### config.mk
export PLATFORM = sky130hd
export DESIGN_NAME = logic_gate_n_input_seq
export DESIGN_NICKNAME = d
export VERILOG_FILES = /design/src/rtl/logic_gate_n_input_seq.sv
export SDC_FILE = /design/constraint.sdc
export NUM_CORES = 1
export LEC_CHECK = 0
export ABC_AREA = 1
export CAP_MARGIN = 20
export CORE_MARGIN = 2
export CORE_UTILIZATION = 55
export CTS_BUF_LIST = sky130_fd_sc_hd__clkbuf_4 sky130_fd_sc_hd__clkbuf_8
export DETAILED_ROUTE_END_ITERATION = 8
export PLACE_DENSITY = 0.86
export SYNTH_ARGS = -nofsm -noshare
export SYNTH_HDL_FRONTEND = slang
export SYNTH_SLANG_ARGS = --single-unit
### constraint.sdc
create_clock -name clk -period 3.6 [get_ports clk]
set_input_delay 0.36 -clock clk [delete_from_list [all_inputs] [get_ports clk]]
set_output_delay 0.36 -clock clk [all_outputs]
set_load 0.02 [all_outputs]
### src/rtl/logic_gate_n_input_seq.sv
`default_nettype none
// ============================================================================
//  Module      : logic_gate_n_input_seq
//  Description : Registered N-input gate (AND/NAND/OR/NOR/XOR/XNOR) with an
//                on-chip exhaustive self-test sweep that counts '1' results.
//  Revision    : 1.0  initial release
// ============================================================================
module logic_gate_n_input_seq #(
    parameter int N_IN        = 3,
    parameter int HOLD_CYCLES = 1
) (
    input  logic            clk,
    input  logic            rst_n,
    input  logic [N_IN-1:0] din,
    input  logic            din_valid,
    input  logic [2:0]      op_sel,
    input  logic            sweep_start,
    output logic            dout,
    output logic            dout_valid,
    output logic            sweep_busy,
    output logic            sweep_done,
    output logic [N_IN-1:0] sweep_pattern,
    output logic [N_IN:0]   ones_count
);

    localparam int C_HOLD_W = (HOLD_CYCLES > 1) ? $clog2(HOLD_CYCLES) : 1;
    localparam logic [C_HOLD_W-1:0] C_HOLD_LAST = C_HOLD_W'(HOLD_CYCLES - 1);
    localparam logic [N_IN-1:0]     C_PAT_LAST  = '1;

    typedef enum logic [1:0] {
        S_IDLE  = 2'd0,
        S_SWEEP = 2'd1,
        S_DONE  = 2'd2
    } state_t;

    state_t                r_state;
    state_t                w_state_next;
    logic [2:0]            r_op_lat;
    logic [C_HOLD_W-1:0]   r_hold_cnt;
    logic                  w_hold_end;
    logic                  w_last_pat;
    logic                  w_sweep_bit;
    logic                  w_din_bit;

    // Codes 6 and 7 fall through to NAND.
    function automatic logic gate_f(input logic [2:0] op, input logic [N_IN-1:0] v);
        case (op)
            3'd0:    return &v;
            3'd2:    return |v;
            3'd3:    return ~|v;
            3'd4:    return ^v;
            3'd5:    return ~^v;
            default: return ~&v;
        endcase
    endfunction

    assign w_hold_end  = (r_hold_cnt == C_HOLD_LAST);
    assign w_last_pat  = (sweep_pattern == C_PAT_LAST);
    assign w_sweep_bit = gate_f(r_op_lat, sweep_pattern);
    assign w_din_bit   = gate_f(op_sel, din);
    assign sweep_busy  = (r_state == S_SWEEP);
    assign sweep_done  = (r_state == S_DONE);

    always_ff @(posedge clk or negedge rst_n) begin
        if (!rst_n) begin
            r_state <= S_IDLE;
        end else begin
            r_state <= w_state_next;
        end
    end

    always_comb begin
        w_state_next = r_state;
        case (r_state)
            S_IDLE:  if (sweep_start) w_state_next = S_SWEEP;
            S_SWEEP: if (w_hold_end && w_last_pat) w_state_next = S_DONE;
            S_DONE:  w_state_next = S_IDLE;
            default: w_state_next = S_IDLE;
        endcase
    end

    always_ff @(posedge clk or negedge rst_n) begin
        if (!rst_n) begin
            dout          <= 1'b0;
            dout_valid    <= 1'b0;
            sweep_pattern <= '0;
            ones_count    <= '0;
            r_op_lat      <= 3'd0;
            r_hold_cnt    <= '0;
        end else begin
            dout_valid <= 1'b0;
            case (r_state)
                S_IDLE: begin
                    // A sweep request wins; the concurrent din sample is dropped.
                    if (sweep_start) begin
                        r_op_lat      <= op_sel;
                        sweep_pattern <= '0;
                        ones_count    <= '0;
                        r_hold_cnt    <= '0;
                    end else if (din_valid) begin
                        dout       <= w_din_bit;
                        dout_valid <= 1'b1;
                    end
                end
                S_SWEEP: begin
                    if (w_hold_end) begin
                        dout       <= w_sweep_bit;
                        dout_valid <= 1'b1;
                        ones_count <= ones_count + {{N_IN{1'b0}}, w_sweep_bit};
                        r_hold_cnt <= '0;
                        if (!w_last_pat) begin
                            sweep_pattern <= sweep_pattern + 1'b1;
                        end
                    end else begin
                        r_hold_cnt <= r_hold_cnt + 1'b1;
                    end
                end
                default: ;
            endcase
        end
    end

endmodule
`default_nettype wire

==> results.cfg <==
[logic_synthesis]
synth-xor-area-share_pct = 0.9358
synth_edf_count = 0
synth_cells = 125
ys_types = 21
synth-seq-area-share_pct = 37.43
synth_area_um2 = 935.9
yosys.area_share.simple_pct = 35.43
synth_largest_area_cell = dfrtp_1
yosys_warnings = 0
synth_top_flop_cell = dfrtp_1
yosys-top-cells-area = dfrtp_1, nand2_1, ha_1
synth_top_family_by_area = simple AND/OR/NAND/NOR gates
async_flop_share_pct = 100.0
synth_top_area_share_pct = 37.43
syn_avg_cell_area_um2 = 7.487
synth_nets = 142
synth-adder-area-share_pct = 9.358
ys_ff_latch = 14
synth_compound_area_share_pct = 6.417
synthMuxAreaShare_pct = 0

[floorplanning]
rows = 14
core_area_um2 = 1559
die_area_um2 = 2048
die_w_um = 45.25
initial_core_util_pct = 60.03
fp.dieH_um = 45.25
io_pins = 21

[critical_path]
start_kind = flip-flop
r2r_end = ones_count[2]$_DFFE_PN0P_
r2r_setup_slack_ns = 1.49
cp_data_arrival_time_ns = 2.27
crit_end = ones_count[2]$_DFFE_PN0P_
path_max_fanout = 5
crit_start = sweep_pattern[0]$_DFFE_PN0P_
r2r_start = sweep_pattern[0]$_DFFE_PN0P_
end_kind = flip-flop
worstSetupPathType = flip-flop to flip-flop
r2r_cells = 14
worst-endpoint-required_ns = 3.76

[placement]
place_area_um2 = 1149
place_congestion = 0.8221
dp_hpwl_um = 1502
io_buffers = 20

[sta]
fmax_mhz = 474.6
clock_skew_ns = 0.006377
maxSlewHeadroom_pct = 57.43
slew_violations = 0
final.min_clock_period_ns = 2.107
final_hold_viol_count = 0
rsz0062_at_grt = false
tns_ns = 0
setup_violations = 0
fin_crit_sh_pct = 58.52
worstMarginPinSlew_ns = 0.6365
fin_hold_ws_ns = 0.4686

[run_status]
status = complete, no violations

[clock_tree]
ctsResizeCount = 0
holdBufCountCts = 0
cts_setup_buffers = 0
cts_root_buf = clkbuf_4
insertion_delay_ns = 0.28
path_clk_slew_ns = 0.08
h-tree-depth = 1
cts_buffer_depth = 2
cts_made_buffers = 3
clock_sinks = 14
cts_tree = yes

[hold_path]
hp-class = input pin to asynchronous set/reset pin

[layout]
post-route-cell-area_um2 = 1171
antenna_cells = 0
area_growth_pct = 25.13
fin_nets = 166
nFillCells = 128
layout-drive-gt1-share_pct = 12.93

[global_routing]
grt_overflow = 0
grt_max_degree = 15
grt_use_total_pct = 20.83
grt_pass1_wl_um = 3056
first_global_vias = 746
antenna_found_initial = 0

[route]
drc = 0
routed-via-count = 856
drt_iter0_markers = 17
wl_per_cell_um = 11.40
antenna_left = 0
dr.pass1.iters = 4
drt_wl_total_um = 1858
routed_via_density = 5.252

[job]
cap_violations = 0

[power]
power.density_nw_per_um2 = 858.8
leakagePower_nw = 0.6029
vdd_ir_drop_max_v = 0.0005002
finalPower_mw = 1.006
==> sequential cells by signal, summed over array words and instances (netlist names) <==
| name | cells |
|---|---|
| ones_count | 4 |
| r_op_lat | 3 |
| sweep_pattern | 3 |
| r_state | 2 |
| dout | 1 |
| dout_valid | 1 |
==> cell families (layout without fill, tap and decap cells) <==
| family | Yosys count | in the layout |
|---|---|---|
| buffers and inverters | 23 | 45 |
| xor gates and xnor gates | 1 | 1 |
| adders and majority gates | 7 | 7 |
| DFF | 14 | 14 |
| AOI/OAI and AO/OA | 11 | 11 |
| and+or+nand+nor | 69 | 69 |
==> worst min-delay path by stage <==
| stage | startpoint | endpoint |
|---|---|---|
| 2_1_floorplan | rst_n | dout$_DFFE_PN0P_ |
| 3_3_place_gp | ones_count[2]$_DFFE_PN0P_ | ones_count[2]$_DFFE_PN0P_ |
| 3_5_place_dp | ones_count[2]$_DFFE_PN0P_ | ones_count[2]$_DFFE_PN0P_ |
| 4_1_cts | rst_n | sweep_pattern[1]$_DFFE_PN0P_ |
| 5_1_grt | rst_n | sweep_pattern[2]$_DFFE_PN0P_ |
| 6_report | rst_n | sweep_pattern[2]$_DFFE_PN0P_ |
==> power breakdown <==
| part | internal [mW] | switching [mW] | total, mW |
|---|---|---|---|
| logic | 0.260 | 0.353 | 0.612 |
| registers | 0.233 | 0.0727 | 0.306 |
| clock network | 0.0388 | 0.0485 | 0.0873 |
| total | 0.532 | 0.474 | 1.01 |
==> metal layers <==
layer | track usage [%] | vias up | part of all wire, %
met4 | 8.824 | 0 | 1.9
met2 | 34.00 | 29 | 51
li1 | - | 440 | -
met3 | 3.600 | 5 | 4.8
met1 | 27.00 | 382 | 42
met5 | 0 | - | 0
==> placed cells by master (no fill, tap or decap), drive strengths merged <==
cell and n:
nor2 13, dfrtp 14, xor2 1, a21oi 2, nand2 38, inv 21, o21ai 8, clkinv 1
ha 7, clkbuf 3, o22ai 1, clkdlybuf4s50 20, nand3 18
==> layout make-up <==
| class | instances | area [um^2] | share of cell area, % |
|---|---|---|---|
| clock buffer | 3 | 22.52 | 1.923 |
| inverter | 22 | 90.09 | 7.692 |
| multi-input combinational | 88 | 488.0 | 41.67 |
| sequential | 14 | 350.3 | 29.91 |
| tap | 16 | 20.02 | 1.709 |
| timing repair buffer | 20 | 200.2 | 17.09 |
==> worst max-delay path: stages (launching register included) <==
cell and delay [ns]:
dfrtp_1 0.42, ha_1 0.21, ha_1 0.19, inv_1 0.15, a21oi_1 0.09, nand2_1 0.07, nand3_2 0.08, nand2_1 0.06
inv_1 0.04, ha_1 0.19, ha_1 0.18, inv_1 0.05, nor2_1 0.05, o21ai_0 0.16, a21oi_1 0.05
==> cells in the mapped netlist, types with 2 or more instances <==
library cell / count
o21ai_0: 5
nand2_4: 2
nand3_1: 14
nand2_2: 2
o21ai_1: 2
inv_1: 16
a21oi_1: 2
nor2_1: 11
inv_2: 4
ha_1: 7
dfrtp_1: 14
nand3_2: 4
nand2_1: 34
==> per-stage QoR <==
step,setup slack [ns],instances,util (%)
floorplan,1.532,125,-
detailed placement,1.525,160,73.68
finish,1.493,163,75.12
global placement,1.587,160,73.68
CTS,1.502,163,75.12
global route,1.239,163,75.12
Note: power is estimated with default switching activity, not from simulation.
